<file path="config.mk">
export PLATFORM = sky130hd
export DESIGN_NAME = link_tx_sequencer
export DESIGN_NICKNAME = d
export VERILOG_FILES = /design/src/rtl/link_tx_sequencer.sv
export SDC_FILE = /design/constraint.sdc
export NUM_CORES = 1
export LEC_CHECK = 0
export CAP_MARGIN = 25
export CORE_MARGIN = 5
export CORE_UTILIZATION = 52
export DETAILED_ROUTE_END_ITERATION = 16
export PLACE_DENSITY = 0.8
export SYNTH_ARGS = -nofsm -noshare
export SYNTH_HDL_FRONTEND = slang
export SYNTH_SLANG_ARGS = --single-unit
export TNS_END_PERCENT = 50
</file>
<file path="constraint.sdc">
create_clock -name clk -period 2 [get_ports clk]
set_input_delay 0.3 -clock clk [delete_from_list [all_inputs] [get_ports clk]]
set_output_delay 0.3 -clock clk [all_outputs]
set_load 0.02 [all_outputs]
</file>
<file path="src/rtl/link_tx_sequencer.sv">
// link_tx_sequencer
//   Feeds an 8b10b encoder with link bring-up commas, requester bytes and
//   periodic K28.5 alignment characters.
//
//   OFF   : idle commas, link down, nothing accepted.
//   ALIGN : ALIGN_COUNT commas, then RUN.
//   RUN   : requester bytes pass through with 1-cycle latency; idle commas
//           fill gaps, and one comma is forced every ALIGN_INTERVAL cycles.
//
// Ports
//   clk, rst          : clock, synchronous active-high reset
//   enable            : link enable; dropping it returns to OFF
//   s_data/s_k/s_valid: requester byte, control flag, offer
//   s_ready           : combinational accept for this cycle
//   enc_data/enc_k    : registered byte/flag to the encoder
//   enc_k_err         : invalid-K report from the encoder
//   link_up           : registered, high while in RUN
//   err_count         : saturating count of enc_k_err while not OFF
module link_tx_sequencer #(
    parameter int ALIGN_COUNT    = 16,
    parameter int ALIGN_INTERVAL = 1024
) (
    input  logic       clk,
    input  logic       rst,
    input  logic       enable,
    input  logic [7:0] s_data,
    input  logic       s_k,
    input  logic       s_valid,
    output logic       s_ready,
    output logic [7:0] enc_data,
    output logic       enc_k,
    input  logic       enc_k_err,
    output logic       link_up,
    output logic [7:0] err_count
);

    localparam logic [7:0]  K28_5         = 8'hBC;
    localparam logic [7:0]  ALIGN_LAST    = 8'(ALIGN_COUNT - 1);
    localparam logic [15:0] INTERVAL_LAST = 16'(ALIGN_INTERVAL - 1);

    typedef enum logic [1:0] {
        ST_OFF,
        ST_ALIGN,
        ST_RUN
    } state_e;

    state_e      state_q, state_d;
    logic [7:0]  align_cnt_q, align_cnt_d;
    logic [15:0] interval_cnt_q, interval_cnt_d;
    logic [7:0]  enc_data_q, enc_data_d;
    logic        enc_k_q, enc_k_d;
    logic        link_up_q, link_up_d;
    logic [7:0]  err_count_q, err_count_d;

    // The last slot of each interval is reserved for the inserted comma, so
    // a held request simply waits one cycle. Reset also masks acceptance.
    assign s_ready = ~rst & (state_q == ST_RUN) & enable
                     & (interval_cnt_q != INTERVAL_LAST);

    always_comb begin
        state_d        = state_q;
        align_cnt_d    = align_cnt_q;
        interval_cnt_d = interval_cnt_q;
        enc_data_d     = K28_5;
        enc_k_d        = 1'b1;
        link_up_d      = link_up_q;
        err_count_d    = err_count_q;

        if (enc_k_err && (state_q != ST_OFF) && (err_count_q != 8'hFF))
            err_count_d = err_count_q + 8'd1;

        case (state_q)
            ST_OFF: begin
                link_up_d = 1'b0;
                if (enable) begin
                    state_d     = ST_ALIGN;
                    align_cnt_d = 8'd0;
                end
            end
            ST_ALIGN: begin
                if (!enable) begin
                    state_d   = ST_OFF;
                    link_up_d = 1'b0;
                end else begin
                    align_cnt_d = align_cnt_q + 8'd1;
                    if (align_cnt_q == ALIGN_LAST) begin
                        state_d        = ST_RUN;
                        link_up_d      = 1'b1;
                        interval_cnt_d = 16'd0;
                    end
                end
            end
            ST_RUN: begin
                if (!enable) begin
                    state_d   = ST_OFF;
                    link_up_d = 1'b0;
                end else begin
                    interval_cnt_d = (interval_cnt_q == INTERVAL_LAST)
                                     ? 16'd0 : interval_cnt_q + 16'd1;
                    if (s_valid && s_ready) begin
                        enc_data_d = s_data;
                        enc_k_d    = s_k;
                    end
                end
            end
            default: begin
                state_d   = ST_OFF;
                link_up_d = 1'b0;
            end
        endcase
    end

    always_ff @(posedge clk) begin
        if (rst) begin
            state_q        <= ST_OFF;
            align_cnt_q    <= 8'd0;
            interval_cnt_q <= 16'd0;
            enc_data_q     <= 8'h00;
            enc_k_q        <= 1'b0;
            link_up_q      <= 1'b0;
            err_count_q    <= 8'd0;
        end else begin
            state_q        <= state_d;
            align_cnt_q    <= align_cnt_d;
            interval_cnt_q <= interval_cnt_d;
            enc_data_q     <= enc_data_d;
            enc_k_q        <= enc_k_d;
            link_up_q      <= link_up_d;
            err_count_q    <= err_count_d;
        end
    end

    assign enc_data  = enc_data_q;
    assign enc_k     = enc_k_q;
    assign link_up   = link_up_q;
    assign err_count = err_count_q;

endmodule
</file>
==> impl_metrics.ini <==
[status]
status = finished, violations left
violations = setup timing

[timing]
fin_ws_ns = -0.0365
finalSetupTns_ns = -0.0365
max_slew.worst_pin.slew_ns = 0.417
drv_slew = 0
setup_violations = 1
hold_ws_ns = 0.485
grt_setup_unrepaired = true
post-route-min-period_ns = 2.04
post-route-period-util_pct = 102
fmax_mhz = 491
maxSlewHeadroom_pct = 72.1
hold_viol_final = 0
clock_skew_ns = 0.00542

[setup_path]
critPathRequiredTime_ns = 1.70
crit_buf_inv = 1
cp_max_fo = 2
end_kind = output port
arrival_ns = 1.74
cpMaxStageDelayCell = or4_4
critPathTopFamily = simple AND/OR/NAND/NOR gates
max_stage_delay_ns = 0.55
criticalPathCategory = reg -> out
cp-start-kind = register
crit_chain = or4_4, nor3_4, a21oi_2, nor2b_4, buf_6

[power_and_ir_drop]
p_switching_mw = 0.369
switching_share_pct = 19.1
p_leak_nw = 1.08
p_int_mw = 1.56
p_clk_share_pct = 48.3
seq_power_share_pct = 46.0
power_frac_comb_pct = 5.6
cellPowerDensity_nw_per_um2 = 684
vdd_drop_max_v = 0.000346

[yosys]
synth-seq-cells = 44
synth_fp_nets = 263
syn_area_per_cell_sq_um = 8.26
synth_edf_count = 0
yosysSeqAreaShare_pct = 43.3
netlist_instances = 246
synth.cell_area_sq_um = 2030
async_flop_share_pct = 0
synth_ff_type = dfxtp_1
yosysWarnings = 0
synth.distinct_cells = 44

[drt]
wl_per_cell_um = 13.9
remaining_drc_errors = 0
vias_per_cell = 5.54
drt.antenna.violating_nets = 0
routed_wl_um = 4990
dr.pass1.iters = 4
drtIter0Drc = 95
vias = 1983

[clock_network]
clkTransAtPathRegs_ns = 0.08
clock_sinks = 44
root_buffer = clkbuf_8
cts_tree = done
clk_path_buf_depth = 2
postCtsHoldBufs = 0
clock_latency_ns = 0.30
cts_buffers = 5
htree_num_levels = 2

[finish]
final_cells = 358
n_fill_cell = 285
drive_above_1_share_pct = 18.7
antenna_cells = 0
fin_nets = 326
areaGrowthSynthToFinish_pct = 39.0

[floorplanning]
die_x_um = 72.5
start_util_pct = 54.7
die-area_sq_um = 5260
die_y_um = 72.5
core-area_sq_um = 3720
ioPinCount = 33
rows = 22

[grt]
grt_use_total_pct = 20.2
grt-ovfl-total = 0
grt_antenna_before_repair = 0
grt_pass1_vias = 1923
grt_pass1_wl_um = 8510
grt_start_max_net_pins = 37

[placed_design]
place_hpwl_um = 3330
gp_congestion = 0.861
portBuffers = 32
dp.cells = 346

[hold_path]
hold_path_class = reg -> reg

[job]
drv_cap = 0
kinds of logic after synthesis:
| logic type | Yosys count | synth area share (%) |
|---|---|---|
| mux | 3 | 1.54 |
| simple gates | 112 | 27.0 |
| buf+inv | 23 | 4.37 |
| flops | 44 | 43.3 |
| compound gates | 50 | 17.1 |
| xor+xnor | 11 | 4.74 |
| fa+ha+maj | 3 | 1.85 |
repair_timing:
action | 4_1_cts | 5_1_grt
resized for setup | 15 | 1
cloned | 0 | 0
setup endpoints to repair | 1 | 11
pin swaps | 10 | 6
setup buffers | 4 | 2
power by group through the flow:
stage               combinational, mW  sequential [mW]  clock [mW]
detailed placement              0.108            0.911           0
floorplan                      0.0424            0.921           0
finish                          0.109            0.890       0.934
global placement                0.107            0.910           0
global route                    0.118            0.892       0.982
CTS                             0.110            0.890       0.951
through the flow:
stage	utilization [%]	cell area [sq um]	power, mW	setup WS [ns]
floorplan	-	2030	0.963	0.227
CTS	76.1	2830	1.95	-0.0538
global route	76.0	2820	1.99	-0.101
finish	76.0	2820	1.93	-0.0365
detailed placement	69.9	2600	1.02	-0.206
global placement	69.9	2600	1.02	-0.180
worst reg2reg max path, stage by stage (launching register included):
cell and delay (ns):
dfxtp_1 0.35, buf_4 0.18, or3b_4 0.41, o41ai_4 0.28, buf_4 0.22, nand4_1 0.11
xor2_1 0.20, nor2_1 0.07
layout make-up:
cell class | instances | area (sq um) | area share [%]
multi-input cells | 179 | 1100 | 38.8
flip-flops and latches | 44 | 883 | 31.3
inverters | 13 | 48.8 | 1.73
well taps | 48 | 60.1 | 2.13
clock buffers | 5 | 68.8 | 2.44
repair buffers | 66 | 577 | 20.4
clock inverters | 3 | 90.1 | 3.19
cells in the final DEF (no fill, tap or decap), drive strengths merged, types with 2 or more instances in the layout:
cell type      instances
a22oi                  3
a21oi                 16
bufinv                 3
or3                    4
a31oi                 12
nor3                  14
and2                   2
nand3                 13
o21ai                  7
xnor2                  3
nand2b                 2
clkbuf                 5
clkdlybuf4s50         31
inv                   13
nor2b                  3
ha                     3
nand2                 26
nor2                  27
buf                   35
a21o                   2
mux2i                  2
and3                   5
dfxtp                 44
or4                    2
nand4                  9
xor2                   8
o211ai                 2
synthesized netlist by cell type (all sizes together) (2+ instances only):
cell type | n | area, sq um
nand3 | 13 | 65.1
nor2 | 27 | 101
inv | 13 | 48.8
o211ai | 2 | 15.0
or4 | 2 | 15.0
a21oi | 16 | 83.8
mux2i | 2 | 20.0
nand2b | 2 | 12.5
nand2 | 26 | 100
buf | 4 | 17.5
a21o | 2 | 16.3
dfxtp | 44 | 881
o21ai | 7 | 35.0
nand4 | 9 | 56.3
nor2b | 3 | 18.8
a31oi | 12 | 75.1
and2 | 2 | 13.8
and3 | 5 | 31.3
or3 | 4 | 25.0
xnor2 | 3 | 26.3
clkbuf | 6 | 22.5
ha | 3 | 37.5
xor2 | 8 | 70.1
a22oi | 3 | 22.5
nor3 | 14 | 70.1
worst paths after layout:
check                     startpoint                 end  slack (ns)  cells after the start
setup reg to reg          state_q[0]  interval_cnt_q[11]        0.09                      7
hold reg to reg       align_cnt_q[1]      align_cnt_q[1]        0.48                      2
hold / removal        align_cnt_q[1]      align_cnt_q[1]        0.48                      2
setup / recovery  interval_cnt_q[13]             s_ready       -0.04                      5
registers in the layout, summed over array words and instances, names as in the netlist:
signal and flops:
err_count 8, enc_data 8, enc_k 1, align_cnt_q 8, interval_cnt_q 16, state_q 2, link_up 1
per-layer routing:
| layer | GRT usage, % | vias up | wire length, um |
|---|---|---|---|
| met1 | 24.4 | 925 | 2210 |
| li1 | - | 999 | - |
| met3 | 4.43 | 11 | 264 |
| met4 | 7.79 | 0 | 106 |
| met5 | 0 | - | 0 |
| met2 | 34.8 | 48 | 2410 |
(Power assumes the default switching activity.)
